[src/rtl/exe_dmem_req_pkg.sv]
// Shared constants for the execute-stage data-memory request engine:
// FSM encodings, bus size codes, the ALE exception code and the alignment rule.
package exe_dmem_req_pkg;

    localparam logic [2:0] DMEM_IDLE  = 3'd0;
    localparam logic [2:0] DMEM_REQ   = 3'd1;
    localparam logic [2:0] DMEM_WAIT  = 3'd2;
    localparam logic [2:0] DMEM_DONE  = 3'd3;
    localparam logic [2:0] DMEM_DRAIN = 3'd4;

    localparam logic [1:0] MEM_SIZE_B = 2'd0;
    localparam logic [1:0] MEM_SIZE_H = 2'd1;
    localparam logic [1:0] MEM_SIZE_W = 2'd2;

    // Exception code EX packs into its exception bundle when ale is reported.
    localparam logic [5:0] ECODE_ALE = 6'h09;

    function automatic logic isMisaligned(input logic [1:0] size, input logic [1:0] addrLo);
        logic mis;
        mis = 1'b1;
        case (size)
            MEM_SIZE_B: mis = 1'b0;
            MEM_SIZE_H: mis = addrLo[0];
            MEM_SIZE_W: mis = (addrLo != 2'b00);
            default:    mis = 1'b1;
        endcase
        return mis;
    endfunction

endpackage

[src/rtl/exe_dmem_req_wstrb_gen.sv]
// Combinational store formatter: byte strobes, lane-replicated write data
// and the misalignment flag from size and the low address bits.
module exe_dmem_req_wstrb_gen
    import exe_dmem_req_pkg::*;
(
    input  logic [1:0]  size_i,
    input  logic [1:0]  addrLo_i,
    input  logic [31:0] wdata_i,
    output logic [3:0]  wstrb_o,
    output logic [31:0] wdataRep_o,
    output logic        ale_o
);

    always_comb begin
        wstrb_o    = 4'b0000;
        wdataRep_o = wdata_i;
        case (size_i)
            MEM_SIZE_B: begin
                wstrb_o    = 4'b0001 << addrLo_i;
                wdataRep_o = {4{wdata_i[7:0]}};
            end
            MEM_SIZE_H: begin
                wstrb_o    = 4'b0011 << {addrLo_i[1], 1'b0};
                wdataRep_o = {2{wdata_i[15:0]}};
            end
            MEM_SIZE_W: begin
                wstrb_o    = 4'b1111;
                wdataRep_o = wdata_i;
            end
            default: begin
                wstrb_o    = 4'b0000;
                wdataRep_o = wdata_i;
            end
        endcase
    end

    assign ale_o = isMisaligned(size_i, addrLo_i);

endmodule

[src/rtl/exe_dmem_req.sv]
// Execute-stage data-memory request engine: issues one SRAM-like bus access
// per EX memory op, reports ALE/done, and cancels or drains on pipeline flush.
module exe_dmem_req
    import exe_dmem_req_pkg::*;
#(
    parameter int ADDR_W = 32,
    parameter int DATA_W = 32
) (
    input  logic              clk,
    input  logic              rst,
    input  logic              ex_en,
    input  logic              req_valid,
    input  logic              req_we,
    input  logic [1:0]        req_size,
    input  logic [ADDR_W-1:0] req_addr,
    input  logic [DATA_W-1:0] req_wdata,
    input  logic              out_accept,
    output logic              busy,
    output logic              done,
    output logic              ale,
    output logic [DATA_W-1:0] rdata,
    output logic              data_sram_req,
    output logic              data_sram_wr,
    output logic [1:0]        data_sram_size,
    output logic [3:0]        data_sram_wstrb,
    output logic [ADDR_W-1:0] data_sram_addr,
    output logic [DATA_W-1:0] data_sram_wdata,
    input  logic              data_sram_addr_ok,
    input  logic              data_sram_data_ok,
    input  logic [DATA_W-1:0] data_sram_rdata
);

    logic [2:0]        state_q, state_d;
    logic              reqWe_q;
    logic [1:0]        reqSize_q;
    logic [ADDR_W-1:0] reqAddr_q;
    logic [3:0]        reqWstrb_q;
    logic [DATA_W-1:0] reqWdata_q;
    logic [DATA_W-1:0] rdata_q;

    logic [3:0]        genWstrb;
    logic [DATA_W-1:0] genWdata;
    logic              genAle;
    logic              isIdle;
    logic              latchReq;
    logic              captureData;

    exe_dmem_req_wstrb_gen uWstrbGen (
        .size_i     (req_size),
        .addrLo_i   (req_addr[1:0]),
        .wdata_i    (req_wdata),
        .wstrb_o    (genWstrb),
        .wdataRep_o (genWdata),
        .ale_o      (genAle)
    );

    // Flush is evaluated before any bus handshake in every state.
    always_comb begin
        state_d = state_q;
        case (state_q)
            DMEM_IDLE: begin
                if (!ex_en && req_valid && !genAle) state_d = DMEM_REQ;
            end
            DMEM_REQ: begin
                if (ex_en)                  state_d = data_sram_addr_ok ? DMEM_DRAIN : DMEM_IDLE;
                else if (data_sram_addr_ok) state_d = DMEM_WAIT;
            end
            DMEM_WAIT: begin
                if (ex_en)                  state_d = data_sram_data_ok ? DMEM_IDLE : DMEM_DRAIN;
                else if (data_sram_data_ok) state_d = DMEM_DONE;
            end
            DMEM_DONE: begin
                if (ex_en || out_accept) state_d = DMEM_IDLE;
            end
            DMEM_DRAIN: begin
                if (data_sram_data_ok) state_d = DMEM_IDLE;
            end
            default: state_d = DMEM_IDLE;
        endcase
    end

    assign isIdle      = (state_q == DMEM_IDLE);
    assign latchReq    = isIdle && (state_d == DMEM_REQ);
    assign captureData = (state_q == DMEM_WAIT) && data_sram_data_ok && !ex_en;

    always_ff @(posedge clk or posedge rst) begin
        if (rst) begin
            state_q <= DMEM_IDLE;
        end else begin
            state_q <= state_d;
        end
    end

    // The bus side only ever sees these registers, so EX may change its
    // operands freely once the access has been latched.
    always_ff @(posedge clk or posedge rst) begin
        if (rst) begin
            reqWe_q    <= 1'b0;
            reqSize_q  <= 2'b00;
            reqAddr_q  <= '0;
            reqWstrb_q <= 4'b0000;
            reqWdata_q <= '0;
        end else if (latchReq) begin
            reqWe_q    <= req_we;
            reqSize_q  <= req_size;
            reqAddr_q  <= req_addr;
            reqWstrb_q <= req_we ? genWstrb : 4'b0000;
            reqWdata_q <= genWdata;
        end
    end

    always_ff @(posedge clk or posedge rst) begin
        if (rst) begin
            rdata_q <= '0;
        end else if (captureData) begin
            rdata_q <= reqWe_q ? '0 : data_sram_rdata;
        end
    end

    assign busy = !isIdle;
    assign ale  = isIdle && req_valid && genAle && !ex_en;
    assign done = (state_q == DMEM_DONE) || ale;
    assign rdata = (state_q == DMEM_DONE) ? rdata_q : '0;

    assign data_sram_req   = (state_q == DMEM_REQ);
    assign data_sram_wr    = reqWe_q;
    assign data_sram_size  = reqSize_q;
    assign data_sram_wstrb = reqWstrb_q;
    assign data_sram_addr  = reqAddr_q;
    assign data_sram_wdata = reqWdata_q;

endmodule

[config.mk]
export PLATFORM = sky130hd
export DESIGN_NAME = exe_dmem_req
export DESIGN_NICKNAME = d
export VERILOG_FILES = /design/src/rtl/exe_dmem_req_pkg.sv /design/src/rtl/exe_dmem_req_wstrb_gen.sv /design/src/rtl/exe_dmem_req.sv
export SDC_FILE = /design/constraint.sdc
export NUM_CORES = 1
export LEC_CHECK = 0
export CAP_MARGIN = 20
export CORE_MARGIN = 2
export CORE_UTILIZATION = 40
export CTS_BUF_LIST = sky130_fd_sc_hd__clkbuf_4 sky130_fd_sc_hd__clkbuf_8
export CTS_CLUSTER_SIZE = 16
export DETAILED_ROUTE_END_ITERATION = 10
export PLACE_DENSITY = 0.92
export SLEW_MARGIN = 15
export SYNTH_ARGS = -nofsm -noshare
export SYNTH_HDL_FRONTEND = slang
export SYNTH_SLANG_ARGS = --single-unit
export TNS_END_PERCENT = 50
[constraint.sdc]
create_clock -name clk -period 3.3 [get_ports clk]
set_input_delay 0.66 -clock clk [delete_from_list [all_inputs] [get_ports clk]]
set_output_delay 0.66 -clock clk [all_outputs]
set_load 0.05 [all_outputs]
Word-level counts from Yosys, hierarchy flattened
Index checks and enable logic that the tools add are counted.
- flip-flop bits (word level): 106
- bits of input ports: 106
- output and inout port bits: 107
- equal/unequal tests: 7
- shift-type cells: 2
- muxes and demuxes: 16
- reductions and logical operators: 16
- operators with widths (cell ; count):
    $mux 32 ; 2
    $pmux 32 s2 ; 1
    $mux 3 ; 9
    $pmux 3 s5 ; 1
    $pmux 4 s3 ; 1
    $logic_and 1x1->1 ; 8
    $eq 3x1->1 const B ; 2
    $eq 3x2->1 const B ; 2
    $mux 4 ; 1
    $shl 1x2->4 const A ; 1
    $shl 2x2->4 const A ; 1
    $eq 3x3->1 const B ; 1
    $logic_not 1->1 ; 3
    $logic_not 3->1 ; 1
    $pmux 1 s3 ; 1
    $eq 2x1->1 const B ; 1
    $eq 2x2->1 const B ; 1
    $logic_not 2->1 ; 1
    $logic_or 1x1->1 ; 2
    $reduce_bool 2->1 ; 1

Depth between registers and ports, before layout
Gate-level depths: netlist (run 1).
- depth after elaboration: 8
- mapped depth: 7

Cells and area by module
A second synthesis (run 1) with hierarchy kept.
- cell total of the unflattened synthesis: 392
- area total of the unflattened synthesis: 5345.1 um2
- modules (own cells, without submodules) (module ; instances ; cells each ; area each (um2) ; seq. area each (um2)):
    exe_dmem_req ; 1 ; 323 ; 4770.8 ; 2652.5
    exe_dmem_req_wstrb_gen ; 1 ; 69 ; 574.3 ; 0.0

Worst setup path before layout (run 1)
Ideal clock, no wire load.
- path type: input to output
- start point: input port req_size[1]
- end point: output port done
- arrival time: 1.929 ns
- path slack: 0.711 ns
- cell stages on the path: 5
- path buffers: 1
- cells stage by stage: clkbuf_1 a21oi_1 nor2_1 and4_1 or2_1
- cells in the longest elaborated chain, start to end: 5
- ends and longest elaborated chain (what ; line ; RTL):
    from (decl) ; exe_dmem_req.sv:14 ; input logic [1:0] req_size,
    $eq 2x2->1, or another cell as far along ; exe_dmem_req_pkg.sv:21 ; case (size)
    $pmux 1 s3 * ; exe_dmem_req_pkg.sv:21 ;
    $logic_and 1x1->1 * (2 in series) ; exe_dmem_req.sv:121 ; assign ale = isIdle && req_valid && genAle && !ex_en;
    via ale ; exe_dmem_req.sv:20 ; output logic ale,
    $logic_or 1x1->1 * ; exe_dmem_req.sv:122 ; assign done = (state_q == DMEM_DONE) || ale;
    to (decl) ; exe_dmem_req.sv:19 ; output logic done,
Mark *: on every way through the listed nets, which the timed path passes. The rest lies on a longest branch.

Worst setup path in the final report (run 1)
- start point: input port req_addr[0]
- end point: output port done
- cells in the longest elaborated chain, start to end: 5
- ends and longest elaborated chain (what ; line ; RTL):
    from (decl) ; exe_dmem_req.sv:15 ; input logic [ADDR_W-1:0] req_addr,
    $reduce_bool 2->1 ; exe_dmem_req_pkg.sv:24 ; MEM_SIZE_W: mis = (addrLo != 2'b00);
    $pmux 1 s3 * ; exe_dmem_req_pkg.sv:21 ;
    $logic_and 1x1->1 * (2 in series) ; exe_dmem_req.sv:121 ;
    $logic_or 1x1->1 * ; exe_dmem_req.sv:122 ;
Mark *: on every way between the ends. The rest lies on a longest branch, timed or not.

==> results.md, run 1 <==
- Outcome: finished clean
- # setup viols final: 0
- Startpoint Class: primary input
- Post-Place Setup Slack: 0.377 ns
- Die ar.: 0.0132 mm^2
- Clock Skew: 0.0142 ns
- CP Max Fanout: 6
- Die Y: 115 um
- Final Cycle Share: 0.887
- Seq/Total Area, Yosys: 0.540
- WL final: 13200 um
- Clk slew on worst S/H paths: 0.08 ns
- First-pass GRT wire length: 21100 um
- Global Route Usage Sum: 0.205
- DR vias: 3930
- Post-synthesis register bit count: 106
- Clock buffers created by TritonCTS: 9
- DRC Markers: 0
- Hold Vio Cnt, Final: 0
- Met3 Track Usage GR: 0.0522
- Fin crit period: 2.93 ns
- Post-CTS sizing: 0
- Setup bufs post-CTS: 0
- Maximum buffer depth of the clock tree: 2
- Clock root buffer master: clkbuf_8
- Share of post-route cells with drive strength above 1: 0.159
- WP data arrival: 2.27 ns
- Power Dens Cells: 681 mW/mm^2
- Total of max-cap violations: 0
- Layout area overhead: 57.1%
- Worst Setup End Kind: output pin
- Number of I/O pins: 213
- Setup CP Type: primary input to output pin
- Power, Total: 5.26 mW
- Total clock sinks: 106
- Worst-Skew Late Latency: 0.36 ns
- Post-DP HPWL: 10100 um
- Yosys synthesis warning count: 0
- Worst setup margin: 0.372 ns
- Post-Syn Instances: 444
- CTS tree: built
- Worst slew margin: 0.544
- Largest net degree at the start of global routing: 68
- Slew Viols, Final: 0
- GPL Wtd Cong: 0.778
- Die Width: 115 um
- Lkg Pwr: 3.45 nW
- Fmax: 0.342 GHz
- GRT busiest layer: met2
- Post-route ant nets: 0
- Vias in the first global route: 4063
- Overflow after GRT: 0
- M1 GR Usage: 0.242
- Count of input and output buffers: 212
- Starting density of the core: 0.409
- Placement row count: 40
- CTS H-tree depth: 3
- Worst min-delay path category: flip-flop to flip-flop
- Total Neg Setup Slack: 0 ns
- Most frequent cells in the layout: 178 x clkdlybuf4s50_1, 106 x dfrtp_1, 64 x nand2_1, 61 x o21ai_1, 40 x mux2_4
- Iteration-0 DRC Markers: 237
- RSZ-0062 raised after global routing: false
- Syn Nets: 550
- Yosys cell types: 30
- Core ar.: 0.0120 mm^2
- Antenna diode count: 0
- Hold_buf cts: 0
- Commonest non-fill, non-tap cell in the layout: clkdlybuf4s50_1
- Detailed Routing Iterations Pass 1: 4
- Initial antenna violation count: 0
- Vias per inst: 4.94
- Worst VDD drop: 462 uV
- Worst EP required: 2.64 ns
- Final Net Count: 751
- Worst Tran Pin Value: 0.683 ns
- Synthesized area per cell: 11.1 um^2
- GRT met2 Usage: 0.365
- Mapped cell area: 0.00491 mm^2
- DR WL/cell: 16.5 um
cells in the mapped netlist (all sizes together):
cell / instances / area (um^2)
dfrtp: 106 / 2650
o21ai: 65 / 325
nand2: 64 / 240
mux2: 42 / 623
and2: 32 / 200
nand2b: 32 / 200
mux2i: 25 / 250
buf: 18 / 123
nor2: 16 / 62.6
clkbuf: 13 / 48.8
a21oi: 12 / 60.1
inv: 4 / 15.0
nor3: 3 / 25.0
a21boi: 2 / 15.0
nand3: 2 / 10.0
and4: 1 / 8.76
nand3b: 1 / 7.51
nand4b: 1 / 8.76
nor2b: 1 / 6.26
nor3b: 1 / 7.51
o2111ai: 1 / 8.76
o31ai: 1 / 7.51
or2: 1 / 6.26
final timing paths:
path / to / depth (start not counted) / slack, ns / from
hold reg to reg: rdata_q[10]$_DFFE_PP0P_ / 2 / 0.49 / rdata_q[10]$_DFFE_PP0P_
setup reg to reg: data_sram_wdata[0]$_DFFE_PP0P_ / 4 / 1.49 / state_q[1]$_DFF_PP0_
setup / recovery: done / 6 / 0.37 / req_addr[0]
max in group asynchronous: data_sram_wdata[29]$_DFFE_PP0P_ / 3 / 1.97 / rst
min in group asynchronous: rdata_q[11]$_DFFE_PP0P_ / 3 / 0.86 / rst
hold / removal: rdata_q[10]$_DFFE_PP0P_ / 2 / 0.49 / rdata_q[10]$_DFFE_PP0P_
critical path, stage by stage:
cell and delay (ns):
clkdlybuf4s50_1 0.50, a21oi_1 0.33, nor2_1 0.09, and4_1 0.26, or2_1 0.23, buf_4 0.19
cell families (layout without fill, tap and decap cells):
group,after synthesis,count (layout),synth area share
flops,106,106,0.540
simple gates,155,155,0.159
compound gates,81,81,0.0848
mux,67,67,0.178
buf+inv,35,240,0.0380
area by class of cell:
| class | count | area (um^2) |
|---|---|---|
| multi-input combinational | 303 | 2090 |
| inverter | 4 | 18.8 |
| clock buffer | 11 | 151 |
| sequential | 106 | 2650 |
| clock inverter | 4 | 75.1 |
| tap | 147 | 184 |
| timing repair buffer | 221 | 2540 |
| fill | 865 | 4300 |
per-stage QoR:
step | area [um^2] | hold slack, ns | utilization | std cells
after floorplan | 4920 | 0.447 | - | 444
after global placement | 7490 | 0.460 | 0.623 | 781
after detailed placement | 7490 | 0.468 | 0.623 | 781
after CTS | 7710 | 0.490 | 0.642 | 796
after global routing | 7710 | 0.505 | 0.642 | 796
final | 7710 | 0.487 | 0.642 | 796
where the power goes:
| group | internal (mW) | switching, mW |
|---|---|---|
| combinational | 0.971 | 1.50 |
| sequential | 1.67 | 0.225 |
| clock | 0.465 | 0.424 |
per-layer routing:
metal | part of all wire | up-vias
li1 | - | 1872
met1 | 0.40 | 1869
met2 | 0.50 | 174
met3 | 0.080 | 15
met4 | 0.015 | 0
met5 | 0 | -
registers in the layout, indices dropped and copies added (netlist names):
name / count
data_sram_addr: 32
data_sram_wdata: 32
rdata_q: 32
data_sram_wstrb: 4
state_q: 3
data_sram_size: 2
data_sram_wr: 1
Power figures use the tool's default switching activity.
==> run 2: changes to the inputs <==
--- a/config.mk
+++ b/config.mk
@@ -12,6 +12,7 @@
 export CTS_CLUSTER_SIZE = 16
 export DETAILED_ROUTE_END_ITERATION = 10
 export PLACE_DENSITY = 0.92
+export SETUP_SLACK_MARGIN = 0.5
 export SLEW_MARGIN = 15
 export SYNTH_ARGS = -nofsm -noshare
 export SYNTH_HDL_FRONTEND = slang
==> results.md, run 2 (synthesis results as in run 1) <==
- Outcome: finished clean
- Die Y: 115 um
- Critical R2R Capture: data_sram_wdata[0]$_DFFE_PP0P_
- Worst-Skew Late Latency: 0.35 ns
- Iteration-0 DRC Markers: 264
- Lkg Pwr: 3.49 nW
- Worst Setup End Kind: output pin
- Final Net Count: 754
- Vias in the first global route: 4082
- Global Route Usage Sum: 0.206
- Core ar.: 0.0120 mm^2
- Die Width: 115 um
- Detailed Routing Iterations Pass 1: 4
- Vias per inst: 4.95
- Worst setup startpoint: state_q[1]$_DFF_PP0_
- Final hold slack: 0.487 ns
- Worst Tran Pin Value: 0.685 ns
- Die ar.: 0.0132 mm^2
- RSZ-0062 raised after global routing: false
- Cell Area, Placed: 0.00749 mm^2
- CP Max Fanout: 9
- Overflow after GRT: 0
- WL final: 13300 um
- Layout area overhead: 57.8%
- Total clock sinks: 106
- CTS H-tree depth: 3
- Slew Viols, Final: 0
- Total of max-cap violations: 0
- DRC Markers: 0
- Worst min-delay path category: flip-flop to flip-flop
- Worst VDD drop: 462 uV
- Share of post-route cells with drive strength above 1: 0.166
- Hold Path Depth: 2
- Final Cycle Share: 0.818
- Worst slew margin: 0.543
- WP data arrival: 2.04 ns
- Power Dens Cells: 678 mW/mm^2
- Footprint of the multi-input gates: 0.00210 mm^2
- Fmax: 0.371 GHz
- Flop2flop setup slack: 1.48 ns
- Number of I/O pins: 213
- Initial antenna violation count: 0
- Starting density of the core: 0.409
- Worst setup margin: 0.601 ns
- Setup CP Type: flip-flop to output pin
- First-pass GRT wire length: 21200 um
- CTS tree: built
- # setup viols final: 0
- Fin crit period: 2.70 ns
- Sequential Area: 0.00265 mm^2
- Post-route ant nets: 0
- Antenna diode count: 0
- Total Neg Setup Slack: 0 ns
- Fillcell total: 860
- Clock root buffer master: clkbuf_8
- Power, Total: 5.26 mW
- Startpoint Class: flip-flop
- Largest net degree at the start of global routing: 68
- Post-Place Setup Slack: 0.377 ns
- Hold Vio Cnt, Final: 0
- Worst EP required: 2.64 ns
- Worst r2r src: state_q[1]$_DFF_PP0_
- Maximum buffer depth of the clock tree: 2
- Hold_buf cts: 0
- Cells on worst reg2reg path: 4
- Count of input and output buffers: 212
- Post-DP HPWL: 10100 um
- CP endpoint: busy
- Clock buffers created by TritonCTS: 9
- Most frequent cells in the layout: 175 x clkdlybuf4s50_1, 106 x dfrtp_1, 64 x nand2_1, 61 x o21ai_1, 40 x mux2_4
- Commonest non-fill, non-tap cell in the layout: clkdlybuf4s50_1
- Clk slew on worst S/H paths: 0.10 ns
- Placement row count: 40
- Clock Skew: 0.0152 ns
- GPL Wtd Cong: 0.778
- DR vias: 3958
- Fin area: 0.00775 mm^2
- DR WL/cell: 16.7 um
[run 2: cell types whose count changed in the layout (fill, tap and decap cells not counted), sizes merged]
| cell | previous run | this run |
|---|---|---|
| buf | 43 | 46 |
| clkdlybuf4s50 | 178 | 175 |
| dlymetal6s2s | 0 | 3 |
[run 2: worst min path at each step]
stage,startpoint,to,slack (ns)
after floorplan,rdata_q[0]$_DFFE_PP0P_,rdata_q[0]$_DFFE_PP0P_,0.45
after detailed placement,rdata_q[30]$_DFFE_PP0P_,rdata_q[30]$_DFFE_PP0P_,0.47
after global placement,rdata_q[31]$_DFFE_PP0P_,rdata_q[31]$_DFFE_PP0P_,0.46
after global routing,rdata_q[26]$_DFFE_PP0P_,rdata_q[26]$_DFFE_PP0P_,0.51
after CTS,rdata_q[30]$_DFFE_PP0P_,rdata_q[30]$_DFFE_PP0P_,0.49
final,rdata_q[10]$_DFFE_PP0P_,rdata_q[10]$_DFFE_PP0P_,0.49
[run 2: what timing repair did]
| action | in CTS | in global routing |
|---|---|---|
| setup buffers | 2 | 1 |
| pin swaps | 2 | 2 |
| resized for setup | 1 | 4 |
| setup endpoints to repair | 1 | 1 |
| cloned | 0 | 0 |
[run 2: where the power goes]
part	internal, mW	switching, mW	total [mW]
Combinational	0.973	1.50	2.47
Clock	0.465	0.422	0.887
Sequential	1.67	0.226	1.90
Total	3.11	2.15	5.26
[run 2: cell type report]
type | instances | area share
Clock buffer | 11 | 0.0195
Multi-Input combinational cell | 303 | 0.270
Sequential cell | 106 | 0.342
Tap cell | 147 | 0.0237
Inverter | 4 | 0.00242
Timing Repair Buffer | 224 | 0.332
Clock inverter | 4 | 0.00969
[run 2: critical path: stages, from the launching register on]
cell,delay (ns)
dfrtp_1,0.49
nor3_2,0.36
inv_1,0.10
clkdlybuf4s50_1,0.73
[run 2: metal layers]
metal | routed length (um) | up-vias | GRT usage
li1 | - | 1875 | -
met3 | 1010 | 10 | 0.0522
met4 | 150 | 0 | 0.0667
met2 | 6790 | 180 | 0.368
met1 | 5380 | 1893 | 0.243
met5 | 0 | - | 0
[run 2: per-stage QoR]
stage / utilization / std cells
3_5_place_dp: 0.623 / 781
3_3_place_gp: 0.623 / 781
6_report: 0.645 / 799
5_1_grt: 0.645 / 799
4_1_cts: 0.644 / 798
2_1_floorplan: - / 444
